**src/rtl/uart_tx_arbiter.sv**
```systemverilog
// uart_tx_arbiter
//   Round-robin arbiter that shares one UART transmitter (din / wr_en / tx_busy)
//   among NUM_REQ byte-stream requesters. A grant is held for a whole packet
//   (up to the byte flagged req_last) or, when MAX_BURST is non-zero, for at
//   most MAX_BURST data bytes. Each grant may be prefixed by a header byte
//   HEADER_BASE | id. Bytes are paced strictly by the tx_busy handshake: every
//   strobe is followed by a wait for busy to rise (or a BUSY_TO timeout) and
//   then a wait for busy to fall.
//
// Ports
//   system_clk   in   clock
//   reset        in   asynchronous, active-high reset
//   req_valid    in   [NUM_REQ]    per-requester byte valid
//   req_data     in   [8*NUM_REQ]  per-requester byte, requester i at [8i+7:8i]
//   req_last     in   [NUM_REQ]    byte is the last of its packet
//   req_ready    out  [NUM_REQ]    byte accepted this cycle (one-hot or zero)
//   uart_din     out  [8]          byte to the transmitter
//   uart_wr_en   out               one-cycle write strobe
//   uart_tx_busy in                transmitter busy
//   grant_id     out  [3]          current / last granted requester
//   active       out               packet in progress
module uart_tx_arbiter #(
  parameter int         NUM_REQ     = 4,
  parameter int         HEADER_EN   = 1,
  parameter logic [7:0] HEADER_BASE = 8'hA0,
  parameter int         MAX_BURST   = 0,
  parameter int         BUSY_TO     = 4
) (
  input  logic                   system_clk,
  input  logic                   reset,
  input  logic [NUM_REQ-1:0]     req_valid,
  input  logic [8*NUM_REQ-1:0]   req_data,
  input  logic [NUM_REQ-1:0]     req_last,
  output logic [NUM_REQ-1:0]     req_ready,
  output logic [7:0]             uart_din,
  output logic                   uart_wr_en,
  input  logic                   uart_tx_busy,
  output logic [2:0]             grant_id,
  output logic                   active
);

  localparam logic [2:0] ST_IDLE    = 3'd0;
  localparam logic [2:0] ST_HDR     = 3'd1;
  localparam logic [2:0] ST_DATA    = 3'd2;
  localparam logic [2:0] ST_WAIT_HI = 3'd3;
  localparam logic [2:0] ST_WAIT_LO = 3'd4;

  logic [2:0]         state_r;
  logic [2:0]         grant_id_r;
  logic [7:0]         din_r;
  logic               wr_en_r;
  logic               last_r;
  logic               hdr_r;
  logic [15:0]        burst_cnt_r;
  logic [15:0]        to_cnt_r;

  logic [2:0]         next_grant_s;
  logic               any_s;
  logic [7:0]         sel_data_s;
  logic               sel_valid_s;
  logic               sel_last_s;
  logic               xfer_s;
  logic               to_done_s;
  logic               burst_hit_s;
  logic [NUM_REQ-1:0] req_ready_s;

  // Round-robin search: first valid requester starting at grant_id+1, wrapping.
  // The requester that was just served is therefore examined last.
  always_comb begin
    next_grant_s = grant_id_r;
    any_s        = 1'b0;
    for (int k = 1; k <= NUM_REQ; k++) begin
      for (int i = 0; i < NUM_REQ; i++) begin
        if (!any_s && req_valid[i] && (((int'(grant_id_r) + k) % NUM_REQ) == i)) begin
          any_s        = 1'b1;
          next_grant_s = 3'(i);
        end else begin
          next_grant_s = next_grant_s;
        end
      end
    end
  end

  // Route the granted requester's byte, valid and last flag.
  always_comb begin
    sel_data_s  = 8'h00;
    sel_valid_s = 1'b0;
    sel_last_s  = 1'b0;
    for (int i = 0; i < NUM_REQ; i++) begin
      if (grant_id_r == 3'(i)) begin
        sel_data_s  = req_data[8*i +: 8];
        sel_valid_s = req_valid[i];
        sel_last_s  = req_last[i];
      end else begin
        sel_data_s  = sel_data_s;
      end
    end
  end

  // Ready is offered only to the granted requester, only in DATA with the transmitter idle.
  always_comb begin
    req_ready_s = {NUM_REQ{1'b0}};
    for (int i = 0; i < NUM_REQ; i++) begin
      if ((state_r == ST_DATA) && !uart_tx_busy && (grant_id_r == 3'(i))) begin
        req_ready_s[i] = 1'b1;
      end else begin
        req_ready_s[i] = 1'b0;
      end
    end
  end

  assign xfer_s      = sel_valid_s && (state_r == ST_DATA) && !uart_tx_busy;
  // to_cnt_r counts WAIT_HI cycles starting with the strobe cycle itself.
  assign to_done_s   = (to_cnt_r + 16'd1) >= 16'(BUSY_TO);
  assign burst_hit_s = (MAX_BURST != 0) && (burst_cnt_r == 16'(MAX_BURST));

  // Arbitration / pacing state machine.
  always_ff @(posedge system_clk or posedge reset) begin
    if (reset) begin
      state_r     <= ST_IDLE;
      grant_id_r  <= 3'(NUM_REQ - 1);
      din_r       <= 8'h00;
      wr_en_r     <= 1'b0;
      last_r      <= 1'b0;
      hdr_r       <= 1'b0;
      burst_cnt_r <= 16'd0;
      to_cnt_r    <= 16'd0;
    end else begin
      wr_en_r <= 1'b0;
      case (state_r)
        ST_IDLE: begin
          if (any_s) begin
            grant_id_r <= next_grant_s;
            state_r    <= (HEADER_EN != 0) ? ST_HDR : ST_DATA;
          end
        end
        ST_HDR: begin
          if (!uart_tx_busy) begin
            din_r    <= HEADER_BASE | {5'b00000, grant_id_r};
            wr_en_r  <= 1'b1;
            hdr_r    <= 1'b1;
            to_cnt_r <= 16'd0;
            state_r  <= ST_WAIT_HI;
          end
        end
        ST_DATA: begin
          // No preemption: with no valid byte the grant is simply held.
          if (xfer_s) begin
            din_r       <= sel_data_s;
            wr_en_r     <= 1'b1;
            hdr_r       <= 1'b0;
            last_r      <= sel_last_s;
            burst_cnt_r <= (burst_cnt_r == 16'hFFFF) ? burst_cnt_r : burst_cnt_r + 16'd1;
            to_cnt_r    <= 16'd0;
            state_r     <= ST_WAIT_HI;
          end
        end
        ST_WAIT_HI: begin
          if (uart_tx_busy || to_done_s) begin
            state_r <= ST_WAIT_LO;
          end else begin
            to_cnt_r <= to_cnt_r + 16'd1;
          end
        end
        ST_WAIT_LO: begin
          if (!uart_tx_busy) begin
            if (hdr_r) begin
              state_r <= ST_DATA;
            end else if (last_r || burst_hit_s) begin
              state_r     <= ST_IDLE;
              burst_cnt_r <= 16'd0;
            end else begin
              state_r <= ST_DATA;
            end
          end
        end
        default: begin
          state_r <= ST_IDLE;
        end
      endcase
    end
  end

  assign req_ready  = req_ready_s;
  assign uart_din   = din_r;
  assign uart_wr_en = wr_en_r;
  assign grant_id   = grant_id_r;
  assign active     = (state_r != ST_IDLE);

endmodule

```
**config.mk**
```make
export PLATFORM = sky130hd
export DESIGN_NAME = uart_tx_arbiter
export DESIGN_NICKNAME = d
export VERILOG_FILES = /design/src/rtl/uart_tx_arbiter.sv
export SDC_FILE = /design/constraint.sdc
export NUM_CORES = 1
export LEC_CHECK = 0
export ABC_AREA = 1
export BUFFER_PORTS_ARGS = -buffer_cell sky130_fd_sc_hd__buf_2
export CAP_MARGIN = 20
export CORE_MARGIN = 2
export CORE_UTILIZATION = 33
export DETAILED_ROUTE_END_ITERATION = 8
export HOLD_SLACK_MARGIN = 0.05
export MAX_ROUTING_LAYER = met4
export PLACE_DENSITY_LB_ADDON = 0.25
export SLEW_MARGIN = 20
export SYNTH_ARGS = -nofsm -noshare
export SYNTH_HDL_FRONTEND = slang
export SYNTH_SLANG_ARGS = --single-unit
```
**constraint.sdc**
```tcl
create_clock -name system_clk -period 6.3 [get_ports system_clk]
set_input_delay 0.315 -clock system_clk [delete_from_list [all_inputs] [get_ports system_clk]]
set_output_delay 0.315 -clock system_clk [all_outputs]
set_load 0.05 [all_outputs]
```
==> results.sh, run 1 <==
export IMPL_synth_main_ff_cell="dfrtp_1"
export IMPL_htreeDepth=2
export IMPL_post_cts_setup_buffers=0
export IMPL_drc=0
export IMPL_yosys_area_top_type_share_pct=33.6
export IMPL_worst_setup_path_type="flop to flop"
export IMPL_end_kind="flop"
export IMPL_numClockSinks=32
export IMPL_fin_tns_setup_ns=0
export IMPL_grt_max_degree=33
export IMPL_clock_latency_ns=0.29
export IMPL_period_share_pct=40.9
export IMPL_gp_congestion=0.914
export IMPL_ys_top_cells_by_area="dfrtp_1, nand2_1, inv_1"
export IMPL_num_io_pins=60
export IMPL_cp_required_ns=6.47
export IMPL_outcome="completed"
export IMPL_tritoncts="yes"
export IMPL_coreArea_mm2=0.00646
export IMPL_leakage_nw=1.29
export IMPL_cap_violations=0
export IMPL_drive_gt1_share_pct=24.4
export IMPL_worstHoldPathType="primary input to async pin"
export IMPL_cts_buffers=5
export IMPL_cts_root_buffer="clkbuf_8"
export IMPL_wl_um=5860
export IMPL_grt_use_met3_pct=3.43
export IMPL_clock_skew_ns=0.00489
export IMPL_antenna_cells=0
export IMPL_seq_power_share_pct=26.6
export IMPL_drt_pre_antenna_iters=4
export IMPL_use_met2_pct=27.3
export IMPL_grt_overflow=0
export IMPL_worstPathArrival_ns=2.74
export IMPL_p_sw_share_pct=53.7
export IMPL_worstPathMaxFanout=15
export IMPL_ctsLongestPathBuffers=2
export IMPL_pwr_share_clk_pct=12.2
export IMPL_avgSynthCellArea_um2=7.20
export IMPL_syn_area_mm2=0.00223
export IMPL_slew_headroom_pct=61.3
export IMPL_drt_iter0_drc=118
export IMPL_antenna_found_initial=0
export IMPL_finalCriticalPeriod_ns=2.57
export IMPL_avgViaCountPerCell=5.02
export IMPL_ff2ff_setup_slack_ns=3.73
export IMPL_postSynthCellCount=310
export IMPL_layout_nets=414
export IMPL_synth_nets=355
export IMPL_ys_warnings_count=0
export IMPL_dpl_hpwl_um=4570
export IMPL_die_height_um=86.3
export IMPL_synth_edff_count=0
export IMPL_grt_pass1_vias=2170
export IMPL_tightest_slew_ns=0.578
export IMPL_globalRouteTotalUtil_pct=17.0
export IMPL_ant_nets=0
export IMPL_power_frac_comb_pct=61.2
export IMPL_die_area_mm2=0.00744
export IMPL_setup_viol=0
export IMPL_hold_ws_ns=0.0985
export IMPL_power_density_mw_per_mm2=458
export IMPL_yosys_area_top_type="dfrtp_1"
export IMPL_initial_core_util_pct=34.6
export IMPL_async_reset_ff_share_pct=100
export IMPL_busiest_layer="met2"
export IMPL_ctsHoldBuffers=0
export IMPL_vias=2237
export IMPL_grt_pass1_wl_um=9740
export IMPL_area_growth_pct=18.9
export IMPL_post_drt_wl_per_cell_um=13.1
export IMPL_fmax_ghz=0.389
export IMPL_instances_no_fill=446
export IMPL_synth_cell_types=39
export IMPL_use_met1_pct=20.8
export IMPL_ctsResizeCount=0
export IMPL_yosysSeqAreaShare_pct=36.0
export IMPL_portBuffers=58
export IMPL_start_kind="flop"
export IMPL_die_w_um=86.3
export IMPL_p_switching_w=0.000652
export IMPL_synthTopCellsByCount="nand2_1, inv_1, nor2_1"
export IMPL_n_fill_cell=683
export IMPL_finalHoldViolations=0
export IMPL_p_int_w=0.000563
export IMPL_irDropWorstVdd_mv=0.296
export IMPL_maxSlewViolCount=0
export IMPL_path_clk_slew_ns=0.07
export IMPL_synth_most_common_cell="nand2_1"
export IMPL_row_count=29
export IMPL_synth_seq_cells=32
export IMPL_dp_cells=439
export IMPL_rsz0062_at_grt="no"
==> cell usage in the layout (no fill, tap or decap) <==
master	n
nand3_2	1
o22ai_1	3
inv_2	5
nand4_1	14
clkbuf_1	1
ha_1	2
o21ai_0	14
clkbuf_8	5
dfrtp_1	30
inv_1	34
clkinv_1	1
o221ai_1	1
nor2_2	6
and3_1	1
nand2_2	4
nand3_1	16
o211ai_1	2
nor3_1	9
nor3_2	1
dfstp_2	2
xor2_1	10
nor2_1	33
nor3_4	1
a21oi_1	16
nor2_4	2
or2_2	1
or2_4	1
o21a_1	5
buf_2	58
a21boi_1	4
mux2_1	3
conb_1	1
buf_4	1
a221oi_1	2
clkinv_2	1
xnor2_1	1
o21ai_4	1
nand3b_1	1
o21ai_1	7
nand2_1	68
==> metrics by stage <==
| stage | cell area [um2] | worst slack, ns | total power (W) | utilization [%] |
|---|---|---|---|---|
| floorplan | 2230 | 4.10 | 0.000927 | - |
| global placement | 2580 | 3.85 | 0.00107 | 39.9 |
| detailed placement | 2580 | 3.76 | 0.00107 | 39.9 |
| CTS | 2660 | 3.74 | 0.00122 | 41.1 |
| global route | 2660 | 3.44 | 0.00133 | 41.1 |
| finish | 2660 | 3.73 | 0.00121 | 41.1 |
==> power by group through the flow <==
stage	sequential (W)	clock [W]	combinational, W
floorplan	0.000429	0	0.000498
global placement	0.000326	0	0.000740
detailed placement	0.000327	0	0.000745
CTS	0.000324	0.000151	0.000748
global route	0.000334	0.000158	0.000833
finish	0.000323	0.000149	0.000743
==> metal layers <==
layer,up-vias,share of wire (%),wire length (um)
li1,1134,-,-
met1,1022,46,2690
met2,69,47,2760
met3,12,5.0,295
met4,0,2.0,119
met5,-,0,0
==> final timing paths <==
kind                              start     endpoint  depth (start not counted)
min in group system_clk    uart_tx_busy        hdr_r                          2
hold reg to reg             uart_din[7]  uart_din[7]                          1
setup / recovery             state_r[2]  to_cnt_r[1]                         11
hold / removal                    reset  uart_din[3]                          3
setup reg to reg             state_r[2]  to_cnt_r[1]                         11
max in group asynchronous         reset  grant_id[1]                          3
==> state kept, by name, summed over array words and instances, names as in the netlist <==
register    flops
to_cnt_r       16
grant_id        2
hdr_r           1
last_r          1
state_r         3
uart_wr_en      1
uart_din        8
==> critical path, cell delays in order (launching register included) <==
cell and delay, ns:
dfrtp_1 0.46, nor3_1 0.26, inv_1 0.23, nor2_1 0.14, inv_1 0.10, nor3_2 0.21, or2_4 0.17, o21ai_4 0.08
nor3_4 0.47, nand2_1 0.18, nand2_1 0.09, o21ai_1 0.06
==> area by class of cell <==
cell class                      instances  area [um2]  area share [%]
Multi-Input combinational cell        231        1230            46.3
Timing Repair Buffer                   59         298            11.2
Tap cell                               77        96.3            3.63
Clock buffer                            6        72.6            2.73
Sequential cell                        32         803            30.3
Clock inverter                          1        5.00           0.189
Inverter                               40         150            5.66
==> kinds of logic (layout without fill, tap and decap cells) <==
family	after synthesis	count (layout)	synth area share, %
fa+ha+maj	2	2	1.12
buf+inv	47	106	8.96
other cells	1	1	0.168
mux	3	3	1.51
compound gates	55	55	14.7
xor+xnor	11	11	4.31
simple gates	159	159	33.2
flops	32	32	36.0
(Power assumes the default switching activity.)
==> run 2: changes to the inputs <==
clock period = 2.4 ns   (was 6.3 ns; I/O delays follow)
==> run 2 against run 1 <==
Flip-flop and latch count unchanged. Register-to-register slack got worse by 3.6 ns. Wire length increased by 5.1%. Clock-buffer cell count unchanged. Die area unchanged.
==> results.sh, run 2 (synthesis gave the netlist of run 1 again) <==
export IMPL_cp_slowest_stage_delay_ns=0.60
export IMPL_fin_area_mm2=0.00287
export IMPL_instances_no_fill=472
export IMPL_finalHoldViolations=0
export IMPL_end_kind="flop"
export IMPL_finalCriticalPeriod_ns=2.23
export IMPL_p_switching_w=0.00180
export IMPL_tightest_slew_ns=0.846
export IMPL_ctsLongestPathBuffers=2
export IMPL_drive_gt1_share_pct=29.9
export IMPL_die_w_um=86.3
export IMPL_worstHoldPathType="primary input to flop"
export IMPL_drc=0
export IMPL_cp_required_ns=2.57
export IMPL_avgViaCountPerCell=4.90
export IMPL_outcome="completed"
export IMPL_layout_commonest_cell="nand2_1"
export IMPL_setup_ws_ns=0.167
export IMPL_fmax_ghz=0.448
export IMPL_row_count=29
export IMPL_clock_latency_ns=0.29
export IMPL_path_buf_inv=2
export IMPL_slowest_stage="dfstp_2"
export IMPL_num_io_pins=60
export IMPL_wl_um=6160
export IMPL_clock_skew_ns=0.00717
export IMPL_critPathTopFamily="simple AND/OR/NAND/NOR gates"
export IMPL_htreeDepth=2
export IMPL_coreArea_mm2=0.00646
export IMPL_seq_power_share_pct=22.8
export IMPL_ant_nets=0
export IMPL_layout_nets=439
export IMPL_cts_buffers=5
export IMPL_die_area_mm2=0.00744
export IMPL_grt_pass1_wl_um=10700
export IMPL_largest_reg_flops=16
export IMPL_leakage_nw=1.42
export IMPL_globalRouteTotalUtil_pct=18.3
export IMPL_top_register="to_cnt_r"
export IMPL_antenna_found_initial=0
export IMPL_setup_viol=0
export IMPL_grt_overflow=0
export IMPL_rsz0062_at_grt="yes"
export IMPL_slew_headroom_pct=43.5
export IMPL_placed_cell_area_mm2=0.00268
export IMPL_period_share_pct=93.0
export IMPL_p_int_w=0.00175
export IMPL_drt_iter0_drc=71
export IMPL_antenna_cells=0
export IMPL_numClockSinks=32
export IMPL_final_cell_mix="nand2_1, buf_2, inv_1"
export IMPL_initial_core_util_pct=34.6
export IMPL_p_sw_share_pct=50.7
export IMPL_cap_violations=0
export IMPL_path_clk_slew_ns=0.07
export IMPL_power_frac_comb_pct=65.0
export IMPL_drt_pre_antenna_iters=4
export IMPL_dpl_hpwl_um=4820
export IMPL_start_kind="flop"
export IMPL_portBuffers=58
export IMPL_area_growth_pct=28.5
export IMPL_grt_max_degree=22
export IMPL_die_height_um=86.3
export IMPL_maxSlewViolCount=0
export IMPL_power_density_mw_per_mm2=1240
export IMPL_tritoncts="yes"
export IMPL_worstPathMaxFanout=7
export IMPL_dp_cells=453
export IMPL_post_drt_wl_per_cell_um=13.1
export IMPL_pwr_share_clk_pct=12.3
export IMPL_worst_setup_path_type="flop to flop"
export IMPL_dp_slack_ns=0.119
export IMPL_irDropWorstVdd_mv=0.846
export IMPL_grt_pass1_vias=2366
export IMPL_gp_congestion=0.904
export IMPL_vias=2315
export IMPL_worstPathArrival_ns=2.40
export IMPL_crit_chain="buf_4 -> nand2_2 -> inv_2 -> nand2_1 -> o21ai_1 -> nor2_1 -> nor3_2 -> or2_4 -> o21ai_4 -> nor2_4 -> mux2_1"
export IMPL_final_util_pct=44.4
export IMPL_n_fill_cell=675
export IMPL_cts_root_buffer="clkbuf_8"
-- run 2: cell count changes in the layout (fill, tap and decap cells not counted), sizes merged --
cell / before / now
clkinv: 2 / 3
buf: 59 / 81
nor2: 41 / 42
dlygate4sd3: 0 / 1
clkbuf: 6 / 7
-- run 2: final timing paths --
| check | from | end | slack (ns) | cells past startpoint |
|---|---|---|---|---|
| worst max register to register | grant_id[0] | uart_din[5] | 0.17 | 11 |
| worst min register to register | uart_din[4] | uart_din[4] | 0.49 | 1 |
| worst max-delay path | grant_id[0] | uart_din[5] | 0.17 | 11 |
| max in group asynchronous | reset | to_cnt_r[14] | 1.24 | 4 |
| worst min-delay path | uart_tx_busy | hdr_r | 0.08 | 2 |
| min in group asynchronous | reset | uart_din[4] | 0.54 | 3 |
-- run 2: final cells by class --
cell class,count,area [um2],share of cell area [%]
tap,77,96.3,3.36
inverter,40,150,5.23
sequential,32,803,28.0
clock inverter,2,10.0,0.349
timing repair buffer,83,478,16.7
multi-input combinational,232,1250,43.5
clock buffer,6,82.6,2.88
-- run 2: metrics by stage --
step | power [W] | hold slack (ns) | TNS (ns)
after floorplan | 0.00243 | 0.230 | 0
after global routing | 0.00388 | 0.0948 | -0.0775
after global placement | 0.00296 | 0.331 | 0
final | 0.00356 | 0.0831 | 0
after CTS | 0.00343 | 0.0788 | 0
after detailed placement | 0.00299 | 0.353 | 0
-- run 2: what timing repair did --
action	CTS	global route
setup endpoints to repair	0	26
buffers inserted	0	9
endpoints found under the hold margin	17	0
resized for setup	0	3
hold buffers	1	0
-- run 2: metal layers --
layer	vias up	wire [um]	part of all wire (%)	track usage [%]
met5	-	0	0	-
met4	0	108	1.8	6.39
met3	11	265	4.3	3.14
met2	68	3020	49	30.5
met1	1048	2770	45	22.6
li1	1188	-	-	-
-- run 2: power by group through the flow --
stage | clock, W | combinational (W) | sequential (W)
final | 0.000436 | 0.00231 | 0.000810
after detailed placement | 0 | 0.00216 | 0.000835
after floorplan | 0 | 0.00131 | 0.00113
after global routing | 0.000475 | 0.00257 | 0.000830
after CTS | 0.000446 | 0.00216 | 0.000827
after global placement | 0 | 0.00213 | 0.000831
==> run 3: changes to the inputs <==
CORE_UTILIZATION = 50   (was 33)
PLACE_DENSITY = 0.78   (was unset)
PLACE_DENSITY_LB_ADDON = unset   (was 0.25)
==> run 3 against run 2 <==
Clock power shrank 12%. First-iteration DRC count grew to 2.6 times the previous value. Critical path type unchanged. Critical path depth shrank 1. Fmax grew 2.6%. Via count grew 1.2%. Sequential share of layout area grew 1.4 points.
==> results.sh, run 3 (synthesis gave the netlist of run 1 again) <==
export IMPL_largest_reg_flops=16
export IMPL_ant_nets=0
export IMPL_worstPathArrival_ns=2.34
export IMPL_globalRouteTotalUtil_pct=24.4
export IMPL_setup_viol=0
export IMPL_antenna_cells=0
export IMPL_n_fill_cell=397
export IMPL_top_register="to_cnt_r"
export IMPL_maxSlewViolCount=0
export IMPL_multi_input_area_mm2=0.00123
export IMPL_leakage_nw=1.36
export IMPL_ff2ff_setup_slack_ns=0.22
export IMPL_p_switching_w=0.00171
export IMPL_power_density_mw_per_mm2=1220
export IMPL_drt_iter0_drc=183
export IMPL_p_sw_share_pct=51.5
export IMPL_drive_gt1_share_pct=26.9
export IMPL_cts_root_buffer="clkbuf_8"
export IMPL_num_io_pins=60
export IMPL_avgViaCountPerCell=5.38
export IMPL_holdPathStages=2
export IMPL_initial_core_util_pct=51.6
export IMPL_htreeDepth=2
export IMPL_grt_max_degree=33
export IMPL_die_w_um=70.8
export IMPL_end_kind="flop"
export IMPL_power_frac_comb_pct=63.9
export IMPL_drt_pre_antenna_iters=4
export IMPL_portBuffers=58
export IMPL_r2r_end="uart_din[2]"
export IMPL_worstReg2RegStart="grant_id[0]"
export IMPL_dpl_hpwl_um=4440
export IMPL_post_drt_wl_per_cell_um=12.8
export IMPL_drc=0
export IMPL_worstSetupStartpoint="grant_id[0]"
export IMPL_crit_path_end="uart_din[2]"
export IMPL_r2r_cells=10
export IMPL_layout_commonest_cell="nand2_1"
export IMPL_coreArea_mm2=0.00432
export IMPL_grt_pass1_vias=2232
export IMPL_post_cts_setup_buffers=0
export IMPL_worst_setup_path_type="flop to flop"
export IMPL_rsz0062_at_grt="no"
export IMPL_pwr_share_clk_pct=11.5
export IMPL_finalCriticalPeriod_ns=2.18
export IMPL_wl_um=5560
export IMPL_cp_required_ns=2.56
export IMPL_gp_congestion=0.952
export IMPL_start_kind="flop"
export IMPL_die_area_mm2=0.00502
export IMPL_final_cell_mix="nand2_1, buf_2, inv_1"
export IMPL_antenna_found_initial=0
export IMPL_ctsLongestPathBuffers=2
export IMPL_vias=2342
export IMPL_outcome="completed"
export IMPL_layout_nets=428
export IMPL_area_growth_pct=22.3
export IMPL_hold_ws_ns=0.0871
export IMPL_tritoncts="yes"
export IMPL_cts_buffers=5
export IMPL_worstHoldPathType="primary input to flop"
export IMPL_grt_pass1_wl_um=9540
export IMPL_clock_skew_ns=0.00205
export IMPL_period_share_pct=90.7
export IMPL_fin_tns_setup_ns=0
export IMPL_grt_overflow=0
export IMPL_fmax_ghz=0.459
export IMPL_cap_violations=0
export IMPL_path_clk_slew_ns=0.06
export IMPL_finalHoldViolations=0
export IMPL_worstPathMaxFanout=14
export IMPL_regArea_um2=803
export IMPL_irDropWorstVdd_mv=0.706
export IMPL_die_height_um=70.8
export IMPL_seq_power_share_pct=24.6
export IMPL_clock_latency_ns=0.28
export IMPL_numClockSinks=32
export IMPL_p_int_w=0.00161
export IMPL_row_count=24
run 3: cell count changes in the layout (fill, tap and decap cells not counted), sizes merged:
cell,previous run,this run
clkbuf,7,6
buf,81,72
nor2,42,41
clkinv,3,2
run 3: area by class of cell:
cell class                 count  area share (%)
clock buffer                   6            2.66
clock inverter                 1           0.183
inverter                      40            5.50
multi-input combinational    231            45.0
sequential                    32            29.4
tap                           52            2.38
timing repair buffer          73            14.8
run 3: stage by stage:
step	area (um2)	setup WS [ns]	power, W	utilization, %	std cells
finish	2730	0.224	0.00332	63.2	435
global route	2730	0.00836	0.00361	63.2	435
CTS	2730	0.216	0.00334	63.2	435
detailed placement	2640	0.221	0.00294	61.1	427
global placement	2640	0.252	0.00292	61.1	427
floorplan	2230	0.198	0.00243	-	310
run 3: worst min path at each step:
| stage | end | from | slack, ns |
|---|---|---|---|
| 4_1_cts | hdr_r | uart_tx_busy | 0.08 |
| 2_1_floorplan | hdr_r | reset | 0.23 |
| 3_3_place_gp | uart_din[4] | reset | 0.22 |
| 6_report | hdr_r | uart_tx_busy | 0.09 |
| 3_5_place_dp | uart_din[6] | reset | 0.23 |
| 5_1_grt | hdr_r | uart_tx_busy | 0.10 |
run 3: critical path: stages, from the launching register on:
cell,delay (ns)
dfstp_2,0.60
nand2_2,0.09
inv_2,0.12
nand2_1,0.08
o21ai_1,0.07
nor2_1,0.07
nor3_2,0.15
or2_4,0.17
o21ai_4,0.08
nor2_4,0.26
mux2_1,0.36
run 3: power groups by stage:
| stage | logic, W | registers, W | clock network (W) |
|---|---|---|---|
| final | 0.00212 | 0.000817 | 0.000383 |
| after global routing | 0.00236 | 0.000836 | 0.000414 |
| after CTS | 0.00213 | 0.000817 | 0.000394 |
| after detailed placement | 0.00212 | 0.000825 | 0 |
| after global placement | 0.00210 | 0.000820 | 0 |
| after floorplan | 0.00131 | 0.00113 | 0 |
run 3: metal layers:
metal / vias up / share of wire (%) / GRT usage (%)
met5: - / 0 / -
met4: 0 / 1.5 / 7.76
met3: 6 / 6.2 / 5.56
met2: 86 / 51 / 41.2
met1: 1087 / 41 / 29.0
li1: 1163 / - / -
run 3: what timing repair did:
action	in CTS	in global routing
hold buffers	1	0
endpoints found under the hold margin	30	0
gates resized for setup	0	0
